==> src/rtl/amul_prof_pkg.sv <==
// Shared definitions for the approximate-multiplier error profiler.
// Holds the sweep FSM state type, the default operand width and the
// widths derived from it, and the pipeline drain length.
package amul_prof_pkg;

  typedef enum logic [1:0] {
    IDLE,
    SWEEP,
    DRAIN,
    DONE
  } state_t;

  localparam int unsigned W            = 8;
  localparam int unsigned PW           = 2 * W;      // product width
  localparam int unsigned CNTW         = 2 * W;      // sweep counter width
  localparam int unsigned ECW          = 2 * W + 1;  // error count / signed diff width
  localparam int unsigned DRAIN_CYCLES = 2;

endpackage

==> src/rtl/amul_err_accum.sv <==
// Stage C of the profiler: forms the exact product of the sampled operands,
// the signed error of the multiplier output against it, and folds that error
// into the running statistics on the next edge when valid is set.
//   clk, rst      : clock, synchronous active-high reset
//   clear         : zero all statistics (takes priority over accumulation)
//   valid         : x/y/z carry a pair to be scored this cycle
//   x, y, z       : operands and the multiplier's product for that pair
//   err_count     : pairs with z != x*y
//   sum_abs_err   : sum of |z - x*y|, modular
//   bias_sum      : signed sum of (z - x*y), two's complement, modular
//   max_abs_err   : largest |z - x*y| seen
//   max_x, max_y  : operands of the first pair that reached max_abs_err
module amul_err_accum #(
  parameter int unsigned W    = 8,
  parameter int unsigned SUMW = 32
) (
  input  logic              clk,
  input  logic              rst,
  input  logic              clear,
  input  logic              valid,
  input  logic [W-1:0]      x,
  input  logic [W-1:0]      y,
  input  logic [2*W-1:0]    z,
  output logic [2*W:0]      err_count,
  output logic [SUMW-1:0]   sum_abs_err,
  output logic [SUMW:0]     bias_sum,
  output logic [2*W-1:0]    max_abs_err,
  output logic [W-1:0]      max_x,
  output logic [W-1:0]      max_y
);

  localparam int unsigned PW  = 2 * W;
  localparam int unsigned ECW = 2 * W + 1;
  localparam int unsigned BXW = SUMW + 1 - ECW;

  import amul_prof_pkg::*;

  logic [PW-1:0]  exact;
  logic [ECW-1:0] diff;
  logic [PW-1:0]  abs_err;
  logic [SUMW:0]  diff_ext;

  always_comb begin
    exact    = PW'(x) * PW'(y);
    diff     = {1'b0, z} - {1'b0, exact};
    // |diff| never exceeds 2^PW - 1, so the magnitude fits in PW bits.
    abs_err  = diff[ECW-1] ? PW'(-diff) : diff[PW-1:0];
    diff_ext = {{BXW{diff[ECW-1]}}, diff};
  end

  always_ff @(posedge clk) begin
    if (rst || clear) begin
      err_count   <= '0;
      sum_abs_err <= '0;
      bias_sum    <= '0;
      max_abs_err <= '0;
      max_x       <= '0;
      max_y       <= '0;
    end else if (valid) begin
      if (diff != '0) begin
        err_count <= err_count + ECW'(1);
      end
      sum_abs_err <= sum_abs_err + SUMW'(abs_err);
      bias_sum    <= bias_sum + diff_ext;
      // Strictly greater: ties keep the earliest pair in sweep order.
      if (abs_err > max_abs_err) begin
        max_abs_err <= abs_err;
        max_x       <= x;
        max_y       <= y;
      end
    end
  end

endmodule

==> src/rtl/amul_err_profiler.sv <==
// Exhaustive error-characterisation engine for an unsigned W x W approximate
// multiplier. Drives every operand pair (x fastest) into the combinational
// multiplier, samples its product one edge later and scores it against the
// exact product in amul_err_accum.
//   clk, rst     : clock, synchronous active-high reset (aborts a sweep)
//   start        : pulse to begin a sweep; only honoured in IDLE
//   busy         : high from the start edge until the done cycle
//   done         : one-cycle pulse, statistics valid from this cycle
//   x_o, y_o     : registered operands to the multiplier
//   z_i          : multiplier product for x_o/y_o, same cycle
//   err_count, sum_abs_err, bias_sum, max_abs_err, max_x, max_y : statistics
module amul_err_profiler #(
  parameter int unsigned W    = amul_prof_pkg::W,
  parameter int unsigned SUMW = 32
) (
  input  logic              clk,
  input  logic              rst,
  input  logic              start,
  output logic              busy,
  output logic              done,
  output logic [W-1:0]      x_o,
  output logic [W-1:0]      y_o,
  input  logic [2*W-1:0]    z_i,
  output logic [2*W:0]      err_count,
  output logic [SUMW-1:0]   sum_abs_err,
  output logic [SUMW:0]     bias_sum,
  output logic [2*W-1:0]    max_abs_err,
  output logic [W-1:0]      max_x,
  output logic [W-1:0]      max_y
);

  localparam int unsigned PW   = 2 * W;
  localparam int unsigned CNTW = 2 * W;

  import amul_prof_pkg::*;

  localparam logic [1:0] DRAIN_LAST = 2'(DRAIN_CYCLES - 1);

  state_t          state, state_nx;
  logic            sweep_start;
  logic [CNTW-1:0] cnt;
  logic [1:0]      drain_cnt;
  logic            valid_a;
  logic            valid_b;
  logic [W-1:0]    x_b, y_b;
  logic [PW-1:0]   z_b;

  always_ff @(posedge clk) begin
    if (rst) begin
      state <= IDLE;
    end else begin
      state <= state_nx;
    end
  end

  always_comb begin
    state_nx    = state;
    busy        = 1'b0;
    done        = 1'b0;
    sweep_start = 1'b0;
    case (state)
      IDLE: begin
        if (start) begin
          state_nx    = SWEEP;
          sweep_start = 1'b1;
        end
      end
      SWEEP: begin
        busy = 1'b1;
        // cnt reads zero only once it has wrapped past the last pair.
        if (cnt == '0) begin
          state_nx = DRAIN;
        end
      end
      DRAIN: begin
        busy = 1'b1;
        if (drain_cnt == DRAIN_LAST) begin
          state_nx = DONE;
        end
      end
      DONE: begin
        done     = 1'b1;
        state_nx = IDLE;
      end
      default: state_nx = IDLE;
    endcase
  end

  // Stage A: cnt runs one pair ahead of x_o/y_o, so the start edge loads
  // pair 0 directly and cnt starts at 1.
  always_ff @(posedge clk) begin
    if (rst) begin
      cnt       <= '0;
      x_o       <= '0;
      y_o       <= '0;
      valid_a   <= 1'b0;
      drain_cnt <= '0;
      valid_b   <= 1'b0;
      x_b       <= '0;
      y_b       <= '0;
      z_b       <= '0;
    end else begin
      if (sweep_start) begin
        cnt     <= CNTW'(1);
        x_o     <= '0;
        y_o     <= '0;
        valid_a <= 1'b1;
      end else if (state == SWEEP) begin
        if (cnt == '0) begin
          valid_a <= 1'b0;
        end else begin
          x_o <= cnt[W-1:0];
          y_o <= cnt[CNTW-1:W];
          cnt <= cnt + CNTW'(1);
        end
      end

      if (state == DRAIN) begin
        drain_cnt <= drain_cnt + 2'd1;
      end else begin
        drain_cnt <= '0;
      end

      // Stage B
      valid_b <= valid_a;
      x_b     <= x_o;
      y_b     <= y_o;
      z_b     <= z_i;
    end
  end

  amul_err_accum #(
    .W    (W),
    .SUMW (SUMW)
  ) u_accum (
    .clk         (clk),
    .rst         (rst),
    .clear       (sweep_start),
    .valid       (valid_b),
    .x           (x_b),
    .y           (y_b),
    .z           (z_b),
    .err_count   (err_count),
    .sum_abs_err (sum_abs_err),
    .bias_sum    (bias_sum),
    .max_abs_err (max_abs_err),
    .max_x       (max_x),
    .max_y       (max_y)
  );

endmodule

==> config.mk <==
export PLATFORM = sky130hd
export DESIGN_NAME = amul_err_profiler
export DESIGN_NICKNAME = d
export VERILOG_FILES = /design/src/rtl/amul_prof_pkg.sv /design/src/rtl/amul_err_accum.sv /design/src/rtl/amul_err_profiler.sv
export SDC_FILE = /design/constraint.sdc
export NUM_CORES = 1
export LEC_CHECK = 0
export CORE_MARGIN = 2
export CORE_UTILIZATION = 38
export DETAILED_ROUTE_END_ITERATION = 7
export PLACE_DENSITY = 0.56
export SLEW_MARGIN = 15
export SYNTH_ARGS = -nofsm -noshare
export SYNTH_HDL_FRONTEND = slang
export SYNTH_SLANG_ARGS = --single-unit
==> constraint.sdc <==
create_clock -name clk -period 9 [get_ports clk]
set_input_delay 0.9 -clock clk [delete_from_list [all_inputs] [get_ports clk]]
set_output_delay 0.9 -clock clk [all_outputs]
set_load 0.02 [all_outputs]
==> qor.csv <==
metric,value,unit
status,finished clean,
layout cell share with drive strength beyond 1,3.92,%
Max transition margin,35.4,%
die area,0.0355,mm2
Max IR drop VDD,0.000147,V
Layout Skew,15.5,ps
worst-margin pin slew,945,ps
largest family of logic cells by synthesized area,simple AND/OR/NAND/NOR gates,
"Slew Viols, Final",0,
Leakage,6.21,nW
Setup Viol. Count Final,0,
H-tree levels,4,
GRT Total Usage,19.5,%
Post-Syn Instances,1559,
cell accounting for the most synthesized area,dfxtp_1,
Worst R2R Path Depth,26,
DP Wirelength,26.3,mm
Seq cells post-synth,184,
Rows,67,
Synthesized Nets,1746,
Core Footprint,0.0335,mm2
clock period minus worst slack,8290,ps
Critical R2R Launch,x_b[5]$_SDFF_PP0_,
Tcrit/Tclk final,92.1,%
gpl congestion,0.865,
power per cell area,165,mW/mm2
Unique masters post-synth,78,
"Clk Latency, worst-skew pair",460,ps
CP arrival,8600,ps
post-synthesis mux area share,2.87,%
CTS tree,built,
final instance area,0.0154,mm2
"Remaining Overflow, GRT",0,
area grow syn2layout,19.4,%
Yosys warning count,0,
"Setup Fix Bufs, Post-CTS",0,
critical path required time,9310,ps
Critical Path End Type,flop,
number of synthesized flops with an enable pin,0,
"top cells by area, synth","dfxtp_1 (28%), ha_1 (11%), fa_1 (7.9%), nand2_1 (5.5%), a21oi_1 (4.7%)",
TNS Setup,0,ps
vias per cell,5.18,
Synth Area in Simple Gates,20.9,%
Hold Startpoint,drain_cnt[0]$_SDFF_PP0_,
Root Buffer,clkbuf_16,
ys async rst share,0,%
total power,2.54,mW
Die Wd,188,um
dpl ws,687,ps
hold depth,1,
vias in the first global route,10588,
Routed Antenna Nets,0,
DR vias,11045,
worst setup path category,flop to flop,
PnR worst setup slack,711,ps
First-pass DRT Iterations,5,
maximum buffer depth of the clock tree,2,
"setup slack, reg-to-reg",710,ps
Initial Util,38.6,%
post-synthesis compound-gate area fraction,17.2,%
post-synthesis sequential area ratio,28.5,%
hold endpoint,drain_cnt[0]$_SDFF_PP0_,
Multi-input gate area,0.00851,mm2
fraction of the mapped netlist area in adder cells,19.2,%
xor and xnor fraction of the mapped netlist area,5.35,%
largest net degree at the start of global routing,69,
unrepaired setup endpoints after global routing,false,
Worst Hold Class,flop to flop,
Fin. Hold Viols,0,
total CTS buffers,17,
drt wl/cell,16.3,um
max_cap viols,0,
top_reg_cell synth,dfxtp_1,
"Avg Cell Area, Syn",8.30,um2
final net count,1859,
WL final,34.7,mm
Antenna diodes,0,
first-pass GRT wire length,55.6,mm
RR Endpoint,u_accum.sum_abs_err[26]$_SDFFE_PP0P_,
# IOs,151,
Die Span Y,188,um
placed instance area,0.0148,mm2
clk sinks,184,
sequential cell area,0.00368,mm2
Fmax,121,MHz
DR iter-0 viols,697,
fillers,3396,
Worst-path clk slew,80,ps
Yosys top cell area share,28.5,%
DRC Markers,0,
initial antenna violation count,0,
Synth Cell Area,0.0129,mm2
crit path launch type,flop,
Crit Path Max Fanout,10,
Port Buffer Count,150,
[layout by cell type, fill, tap and decap left out, types with 16 or more instances in the layout]
cell             Yosys  final
a211oi_1            20     20
a21o_1              33     33
a21oi_1            122    121
and2_1              44     44
clkbuf_16            0     17
clkdlybuf4s50_1      0    150
dfxtp_1            184    183
fa_1                51     51
ha_1               117    117
inv_1              134    134
mux2i_1             36     36
nand2_1            188    188
nand3_1             35     35
nand4_1             16     16
nor2_1             125    125
nor2b_1             42     42
nor3_1              23     23
o21ai_0             48     48
or3_1               20     20
xnor2_1             42     42
xor2_1              37     37
[through the flow]
step	cells	hold slack [ps]	utilization (%)
finish	2133	425	46.1
global route	2133	451	46.1
CTS	2132	429	46.0
detailed placement	2100	416	44.2
global placement	2100	407	44.2
floorplan	1559	398	-
[Yosys cell counts (3+ instances only)]
cell type  instances
o21ai_1            9
a21o_1            33
a41oi_1            4
and3_1            13
nor3_1            23
a2111oi_0          4
nand4_1           16
o22ai_1            4
o41ai_1            7
and4_1             3
o211ai_1           6
o311ai_1           6
dfxtp_1          184
nand2_1          188
xnor2_1           42
o31ai_1            7
nand2b_1          14
or4_1              5
buf_1              3
clkbuf_1          51
nand3b_1           3
inv_1            134
o21bai_1           8
a211oi_1          20
fa_1              51
o21a_1            15
nor4_1             5
a21oi_1          122
a31oi_1            4
o211a_1           11
ha_1             117
buf_2              4
nor2_1           125
mux2i_1           36
nand3_1           35
o21ai_0           48
buf_4              3
nor2b_1           42
or3_1             20
nor3b_1            3
and2_1            44
xor2_1            37
o31a_1             4
[worst max-delay path, cell delays in order, from the launching register on]
cell and delay, ps:
dfxtp_1 510, and2_1 220, fa_1 450, fa_1 540, inv_1 60, fa_1 530
inv_1 50, fa_1 530, inv_1 40, ha_1 360, and3_1 200, a31oi_1 170
nand3_1 140, a2111oi_2 400, o21ba_2 270, or2_1 410, mux2_2 440, fa_1 440
a21o_1 170, a21oi_1 270, o21ai_0 180, a2111oi_1 570, nor2_1 130, a41o_1 340
a41oi_1 490, or3_1 190, a21oi_1 60
[timing repair]
action	CTS	global route
hold buffers	0	0
gates resized for setup	0	1
endpoints found under the setup margin	0	2
endpoints found under the hold margin	0	0
[sequential cells by signal, summed over array words and instances, names as in the netlist]
name and flops:
u_accum.bias_sum 33, u_accum.sum_abs_err 32, u_accum.err_count 17, cnt 16, u_accum.max_abs_err 16, z_b 16, u_accum.max_x 8, u_accum.max_y 8
x_b 8, x_o 8, y_b 8, y_o 8, drain_cnt 2, state 2, valid_a 1, valid_b 1
[final cells by class]
cell class / count / area share, %
multi-input cells: 1177 / 55.1
repair buffers: 157 / 10.2
flip-flops and latches: 184 / 23.9
well taps: 448 / 3.63
inverters: 135 / 3.31
clock buffers: 17 / 2.75
clock inverters: 15 / 1.17
[where the power goes]
part / total, mW / switching (mW) / internal [mW]
Clock: 0.785 / 0.385 / 0.400
Combinational: 0.866 / 0.535 / 0.332
Sequential: 0.890 / 0.0363 / 0.854
Total: 2.54 / 0.956 / 1.59
[worst max path at each step]
stage / start / to / slack (ps)
floorplan: y_b[6]$_SDFF_PP0_ / u_accum.sum_abs_err[22]$_SDFFE_PP0P_ / 1610
global placement: x_b[0]$_SDFF_PP0_ / u_accum.sum_abs_err[22]$_SDFFE_PP0P_ / 930
detailed placement: x_b[5]$_SDFF_PP0_ / u_accum.sum_abs_err[22]$_SDFFE_PP0P_ / 690
CTS: x_b[5]$_SDFF_PP0_ / u_accum.sum_abs_err[22]$_SDFFE_PP0P_ / 680
global route: x_b[2]$_SDFF_PP0_ / u_accum.sum_abs_err[22]$_SDFFE_PP0P_ / 100
finish: x_b[5]$_SDFF_PP0_ / u_accum.sum_abs_err[26]$_SDFFE_PP0P_ / 710
[kinds of logic after synthesis]
| family | Yosys count |
|---|---|
| xor gates and xnor gates | 79 |
| DFF | 184 |
| and+or+nand+nor | 554 |
| buffers and inverters | 198 |
| muxes | 37 |
| AOI/OAI and AO/OA | 339 |
| adders and majority gates | 168 |
[layer usage]
| metal | part of all wire (%) | global-route usage, % | wire, um |
|---|---|---|---|
| met1 | 48 | 26.6 | 16800 |
| met2 | 45 | 31.3 | 15700 |
| met3 | 4.9 | 4.49 | 1690 |
| met4 | 1.4 | 4.66 | 497 |
| met5 | 0 | 0 | 0 |
No activity file was read; power rests on OpenSTA's default activity.
